<file path="src/rtl/alu_sequencer.sv">
`default_nettype none
// ============================================================================
// Module      : alu_sequencer
// Description : Operand-staging and write-back sequencer for a combinational
//               ALU. It owns an 8-entry register file, stages A and B, captures
//               C and Z, and writes C back. Defining ALU_SEQ_SHIFTER_EN adds
//               the B-operand shifter.
// Revision    : 1.0 - initial release
// ============================================================================
module alu_sequencer #(
    parameter int M = 16,
    parameter int N = 2
) (
    input  logic         clk,
    input  logic         reset_n,
    input  logic         cmd_valid,
    output logic         cmd_ready,
    input  logic         cmd_imm,
    input  logic [N-1:0] cmd_op,
    input  logic [2:0]   cmd_rd,
    input  logic [2:0]   cmd_rn,
    input  logic [2:0]   cmd_rm,
    input  logic [1:0]   cmd_shift,
    input  logic         cmd_asel,
    input  logic         cmd_wb,
    input  logic [M-1:0] cmd_data,
    output logic [M-1:0] ain,
    output logic [M-1:0] bin,
    output logic [N-1:0] ALUop,
    input  logic [M-1:0] alu_out,
    input  logic         status_in,
    output logic [M-1:0] result,
    output logic         status_z,
    output logic         done
);

    typedef enum logic [2:0] {
        S_IDLE = 3'd0,
        S_LDA  = 3'd1,
        S_LDB  = 3'd2,
        S_EXEC = 3'd3,
        S_WB   = 3'd4
    } state_t;

    state_t       state_q;
    logic [M-1:0] rf_q [8];
    logic [M-1:0] a_q;
    logic [M-1:0] b_q;
    logic [M-1:0] c_q;
    logic         z_q;
    logic [N-1:0] op_q;
    logic         done_q;
    logic [2:0]   rd_q;
    logic [2:0]   rn_q;
    logic [2:0]   rm_q;
    logic         asel_q;
    logic         wb_q;
    logic [M-1:0] b_d;

`ifdef ALU_SEQ_SHIFTER_EN
    logic [1:0]   shift_q;

    always_comb begin
        b_d = rf_q[rm_q];
        case (shift_q)
            2'b01:   b_d = {rf_q[rm_q][M-2:0], 1'b0};
            2'b10:   b_d = {1'b0, rf_q[rm_q][M-1:1]};
            2'b11:   b_d = {rf_q[rm_q][M-1], rf_q[rm_q][M-1:1]};
            default: b_d = rf_q[rm_q];
        endcase
    end
`else
    logic unused_shift;

    assign unused_shift = ^cmd_shift;
    assign b_d          = rf_q[rm_q];
`endif

    // Ready drops combinationally with reset so nothing is offered mid-reset.
    assign cmd_ready = reset_n && (state_q == S_IDLE);
    assign ain       = a_q;
    assign bin       = b_q;
    assign ALUop     = op_q;
    assign result    = c_q;
    assign status_z  = z_q;
    assign done      = done_q;

    always_ff @(posedge clk or negedge reset_n) begin
        if (!reset_n) begin
            state_q <= S_IDLE;
            rf_q    <= '{default: '0};
            a_q     <= '0;
            b_q     <= '0;
            c_q     <= '0;
            z_q     <= 1'b0;
            op_q    <= '0;
            done_q  <= 1'b0;
            rd_q    <= '0;
            rn_q    <= '0;
            rm_q    <= '0;
            asel_q  <= 1'b0;
            wb_q    <= 1'b0;
`ifdef ALU_SEQ_SHIFTER_EN
            shift_q <= '0;
`endif
        end else begin
            done_q <= 1'b0;
            case (state_q)
                S_IDLE: begin
                    if (cmd_valid) begin
                        if (cmd_imm) begin
                            rf_q[cmd_rd] <= cmd_data;
                            done_q       <= 1'b1;
                        end else begin
                            op_q    <= cmd_op;
                            rd_q    <= cmd_rd;
                            rn_q    <= cmd_rn;
                            rm_q    <= cmd_rm;
                            asel_q  <= cmd_asel;
                            wb_q    <= cmd_wb;
`ifdef ALU_SEQ_SHIFTER_EN
                            shift_q <= cmd_shift;
`endif
                            state_q <= S_LDA;
                        end
                    end
                end
                S_LDA: begin
                    a_q     <= asel_q ? '0 : rf_q[rn_q];
                    state_q <= S_LDB;
                end
                S_LDB: begin
                    b_q     <= b_d;
                    state_q <= S_EXEC;
                end
                S_EXEC: begin
                    c_q     <= alu_out;
                    z_q     <= status_in;
                    state_q <= S_WB;
                end
                S_WB: begin
                    if (wb_q) begin
                        rf_q[rd_q] <= c_q;
                    end
                    done_q  <= 1'b1;
                    state_q <= S_IDLE;
                end
                default: begin
                    state_q <= S_IDLE;
                end
            endcase
        end
    end

endmodule
`default_nettype wire

</file>
<file path="config.mk">
export PLATFORM = sky130hd
export DESIGN_NAME = alu_sequencer
export DESIGN_NICKNAME = d
export VERILOG_FILES = /design/src/rtl/alu_sequencer.sv
export SDC_FILE = /design/constraint.sdc
export NUM_CORES = 1
export LEC_CHECK = 0
export BUFFER_PORTS_ARGS = -buffer_cell sky130_fd_sc_hd__buf_4
export CAP_MARGIN = 15
export CORE_MARGIN = 4
export CORE_UTILIZATION = 40
export DETAILED_ROUTE_END_ITERATION = 8
export GPL_ROUTABILITY_DRIVEN = 0
export PLACE_DENSITY_LB_ADDON = 0.05
export REMOVE_ABC_BUFFERS = 1
export SYNTH_ARGS = -nofsm -noshare
export SYNTH_HDL_FRONTEND = slang
export SYNTH_SLANG_ARGS = --single-unit
</file>
<file path="constraint.sdc">
create_clock -name clk -period 2.3 [get_ports clk]
set_input_delay 0.46 -clock clk [delete_from_list [all_inputs] [get_ports clk]]
set_output_delay 0.46 -clock clk [all_outputs]
set_load 0.02 [all_outputs]
</file>
==> results.md <==
Final layout:
- The finished cells cover ~0.013 mm².
- The net count of the finished layout is approximately 990.
- The relative area change from synthesis to final layout is 17.9%.
- The fraction of final layout cells sized beyond drive strength 1 is between 40 and 50%.

Place:
- Port buffering added 102 buffers.
- The placement-stage cell area is approximately 0.013 mm².
- The HPWL after detailed placement is ~22000 µm.

Clock network:
- Clock tree synthesis found a total of between 150 and 200 sinks.
- The tree is rooted in a sky130_fd_sc_hd__clkbuf_16.
- The largest buffer count on any clock path is 2.
- After clock tree synthesis, the clock-pin slew on the worst setup and hold paths is ~70 ps.
- The hold buffer count at cts is 0.
- The latest clock arrival within the worst-skew pair is roughly 440 ps.
- The TritonCTS clock tree is yes.
- The CTS buffer count is 17.
- The H-tree generated during clock tree synthesis spans 4 levels.

Floorplan:
- The die boundary height is between 150 and 200 µm.
- After floorplanning, the core was divided into 61 placement rows.
- For this configuration, the core starts out at a cell density of about two fifths.
- The die covers between 0.03 and 0.04 mm².
- During I/O placement, the number of pins put on the boundary was 105.
- The core area is 0.0279 mm².
- The die is between 150 and 200 µm wide.

Worst setup path:
- The worst register-to-register path has a depth of 6.
- The critical path goes through nor3b_4 > buf_6 > and2_1 > o21a_1 > buf_12 > mux2_2.
- The kind of critical path is reg2reg.
- The library cell contributing the largest single delay on the critical path is sky130_fd_sc_hd__dfrtp_1.
- Setup slack on the worst reg-to-reg path comes out at ~160 ps.
- Data on the critical path is required at its endpoint by 2610 ps.
- The terminus of the critical flop-to-flop path is rf_q[49].
- The worst setup path is captured at a flip-flop.
- The worst register-to-register path begins at state_q[1].
- Of all nets on the critical path, the largest fanout is 18.
- The delay of the slowest cell on the worst path is 410 ps.
- The kind of launch point of the worst setup path is a flip-flop.
- Data on the critical path arrives at its endpoint at 2450 ps.

Drt:
- The antenna violation net count after detailed routing is 0.
- For this run, design rule violations remaining after detail routing come to 0.
- In the routed layout, each cell is associated on average with a via count of 5.95.
- After detailed routing, the average wire length per cell comes to approximately 27 µm.
- After the first detailed-routing iteration, the DRC count stood at 760.
- The via total after detailed routing is slightly below 8k.
- After detailed routing, the total wire length is approximately 36000 µm.
- The first detailed-routing pass took 5 iterations.

Power:
- The analysis attributes to net switching a power of about 0.0057 W.
- The analysis attributes to cell leakage a power of 6.18 nW.
- In this run the power density over the cells is 1090 mW/mm².
- The worst vdd rail ir drop is just under 0.7 mV.
- The clock network burns between 20% and 30% of the power.
- The internal power is 0.00883 W.
- The portion of total power attributed to combinational logic is between 40% and 50%.
- Registers are responsible for between 30 and 40% of the overall power.
- The net switching fraction of the power is 39.3%.

Timing:
- Setup repair after global routing left no endpoint under its margin.
- For the pin with the worst max-slew slack, the measured transition is 891 ps.
- On the final layout, the worst hold slack is 133 ps.
- Clock skew on the completed layout was measured at approximately 16 ps.
- The final number of hold-violating endpoints is 0.
- Derived from the worst setup path, the maximum achievable clock frequency is 468 MHz.
- The number of endpoints failing setup at the final stage is 0.
- The worst-case headroom to the max-slew limit is 40.6%.
- The clock period minus final worst setup slack is 2140 ps.
- The number of pins with negative max-slew slack in the final report is 0.
- The final critical path takes up between 90 and 100% of the cycle.
- The final total negative setup slack is 0 ps.

Logic synthesis:
- Summing every instance area after synthesis gives between 0.01 and 0.015 mm².
- The number of flops mapped to enable cells by yosys is 0.
- The share of async-settable or async-resettable flops after synthesis is 100%.
- Yosys printed 0 warnings.
- The register bit count reported by yosys is approximately 190.
- The largest area contributor in the netlist is sky130_fd_sc_hd__dfrtp_1.
- The post-synthesis instance total is 860.
- The commonest register cell after synthesis is sky130_fd_sc_hd__dfrtp_1.
- In the post-synthesis netlist, the biggest area contributors are sky130_fd_sc_hd__dfrtp_1 (43%), sky130_fd_sc_hd__mux4_2 (12%), sky130_fd_sc_hd__mux2_4 (11%).
- The sequential-to-total area share from yosys stat is between 40% and 50%.
- Each instance of the synthesized netlist takes up on average 13.2 µm².
- The area share of the leading cell type in the synthesized netlist is 42.9%.
- In this run, distinct cell masters in the synthesized netlist total between 40 and 50.

Outcome:
- The flow ran to the end, and the final reports show no timing, DRC or antenna violations.

Global routing:
- The initial antenna violation count is 1.
- For this run the aggregate overflow at the end of global routing stands at 0.
- The first global-routing pass estimated around 54000 µm of wire.
- Entering global routing, the biggest net connects between 100 and 150 pins.
- Across every metal layer, demand over resource in global routing totals a little under a quarter.
- The via count of the first global-routing pass was between 8k and 9k.

Run:
- Max-cap violations in this run came to 0.

Min path:
- The worst hold path belongs to the class in2async.
[Yosys cell counts (2+ instances only)]
library cell               number
sky130_fd_sc_hd__nor3b_4        2
sky130_fd_sc_hd__buf_1         21
sky130_fd_sc_hd__and3b_1        3
sky130_fd_sc_hd__mux2i_1       36
sky130_fd_sc_hd__and2_4         4
sky130_fd_sc_hd__o21ai_0       16
sky130_fd_sc_hd__a21oi_1       17
sky130_fd_sc_hd__nor4bb_1       2
sky130_fd_sc_hd__nor4b_2        2
sky130_fd_sc_hd__dfrtp_1      194
sky130_fd_sc_hd__buf_4          2
sky130_fd_sc_hd__and2_1        21
sky130_fd_sc_hd__a22o_1       128
sky130_fd_sc_hd__mux2_4        80
sky130_fd_sc_hd__nand3b_1       2
sky130_fd_sc_hd__nor3b_1        4
sky130_fd_sc_hd__nand2_1       72
sky130_fd_sc_hd__buf_12         4
sky130_fd_sc_hd__nor3_1         4
sky130_fd_sc_hd__o21a_1         4
sky130_fd_sc_hd__buf_6         12
sky130_fd_sc_hd__nor2_1        19
sky130_fd_sc_hd__clkbuf_1      43
sky130_fd_sc_hd__buf_2         26
sky130_fd_sc_hd__mux4_2        61
sky130_fd_sc_hd__nor2b_1        2
sky130_fd_sc_hd__o21ai_4        4
sky130_fd_sc_hd__mux2_2        61
[stage by stage]
step / total power (W) / util [%] / setup WS, ps / instances
after global placement: 0.0115 / 45.5 / -61.6 / 1287
after CTS: 0.0147 / 47.6 / 16.1 / 1318
final: 0.0145 / 47.9 / 163 / 1334
after floorplan: 0.00854 / - / -937 / 752
after detailed placement: 0.0116 / 45.5 / -65.1 / 1287
after global routing: 0.0153 / 47.9 / 55.5 / 1332
[critical path: cells and delay by family (launching register included)]
family / cells / cell delay [ps]
AND/OR/NAND/NOR: 2 / 560
multiplexers: 1 / 360
AO/OA/AOI/OAI: 1 / 160
buffers and inverters: 2 / 500
flip-flops: 1 / 410
[per-layer routing]
| layer | routed length, µm | vias to the layer above | GRT usage [%] |
|---|---|---|---|
| met3 | 2820 | 56 | 6.38 |
| met5 | 0 | - | 0 |
| met4 | 1000 | 0 | 7.73 |
| met1 | 15300 | 4141 | 31.8 |
| li1 | - | 3391 | - |
| met2 | 17000 | 344 | 37.3 |
[power groups by stage]
stage / combinational [W] / sequential [W] / clock, W
finish: 0.00638 / 0.00517 / 0.00300
CTS: 0.00641 / 0.00518 / 0.00307
detailed placement: 0.00640 / 0.00524 / 0
global placement: 0.00635 / 0.00518 / 0
global route: 0.00675 / 0.00530 / 0.00320
floorplan: 0.00274 / 0.00580 / 0
[sequential cells by signal (all words and copies together), names as in the netlist]
name and flops:
rd_q 3, rf_q 128, ain 16, asel_q 1
wb_q 1, rm_q 3, bin 16, rn_q 3
result 16, state_q 3, ALUop 2, done 1
status_z 1
[repair_timing]
item                       4_1_cts  5_1_grt
setup buffers                    0       13
gates resized for setup          0        1
setup endpoints to repair        0       53
[worst max-delay path by stage]
stage | end | depth (start not counted) | start | slack (ps)
floorplan | rf_q[37] | 4 | state_q[1] | -940
global placement | rf_q[72] | 5 | cmd_rd[2] | -60
detailed placement | rf_q[70] | 5 | cmd_rd[2] | -70
CTS | rf_q[70] | 5 | state_q[2] | 20
global route | rf_q[49] | 6 | state_q[1] | 60
finish | rf_q[49] | 6 | state_q[1] | 160
[cell usage in the layout, fill, tap and decap left out, drive strengths merged]
| cell type | count |
|---|---|
| and3b | 3 |
| xnor2 | 1 |
| diode | 3 |
| clkinvlp | 3 |
| bufinv | 2 |
| a21oi | 17 |
| clkinv | 4 |
| a211oi | 1 |
| or2 | 1 |
| nand3 | 1 |
| inv | 3 |
| and2 | 25 |
| nor4bb | 2 |
| and3 | 1 |
| nor2 | 19 |
| nor4 | 1 |
| nor3 | 5 |
| o21a | 4 |
| mux2 | 141 |
| or3b | 1 |
| a22o | 128 |
| dfrtp | 194 |
| mux4 | 61 |
| a311o | 1 |
| clkbuf | 21 |
| nor2b | 2 |
| buf | 169 |
| a211o | 1 |
| nor3b | 6 |
| nand3b | 3 |
| mux2i | 36 |
| o2111ai | 1 |
| nor4b | 3 |
| o21ai | 20 |
| nand2 | 72 |
[cells by family after synthesis]
| family | Yosys count | synth area share [%] |
|---|---|---|
| buf+inv | 109 | 5.34 |
| simple gates | 145 | 7.13 |
| flops | 194 | 42.9 |
| mux | 238 | 32.0 |
| compound gates | 173 | 12.6 |
| xor+xnor | 1 | 0.0773 |
[area by class of cell]
cell class | instances | area (µm²)
well taps | 378 | 473
clock inverters | 11 | 131
clock buffers | 20 | 437
multi-input cells | 557 | 5920
inverters | 1 | 3.75
fillers | 2501 | 14500
repair buffers | 170 | 1520
diodes | 3 | 7.51
flip-flops and latches | 194 | 4860
No activity file was read; power rests on OpenSTA's default activity.
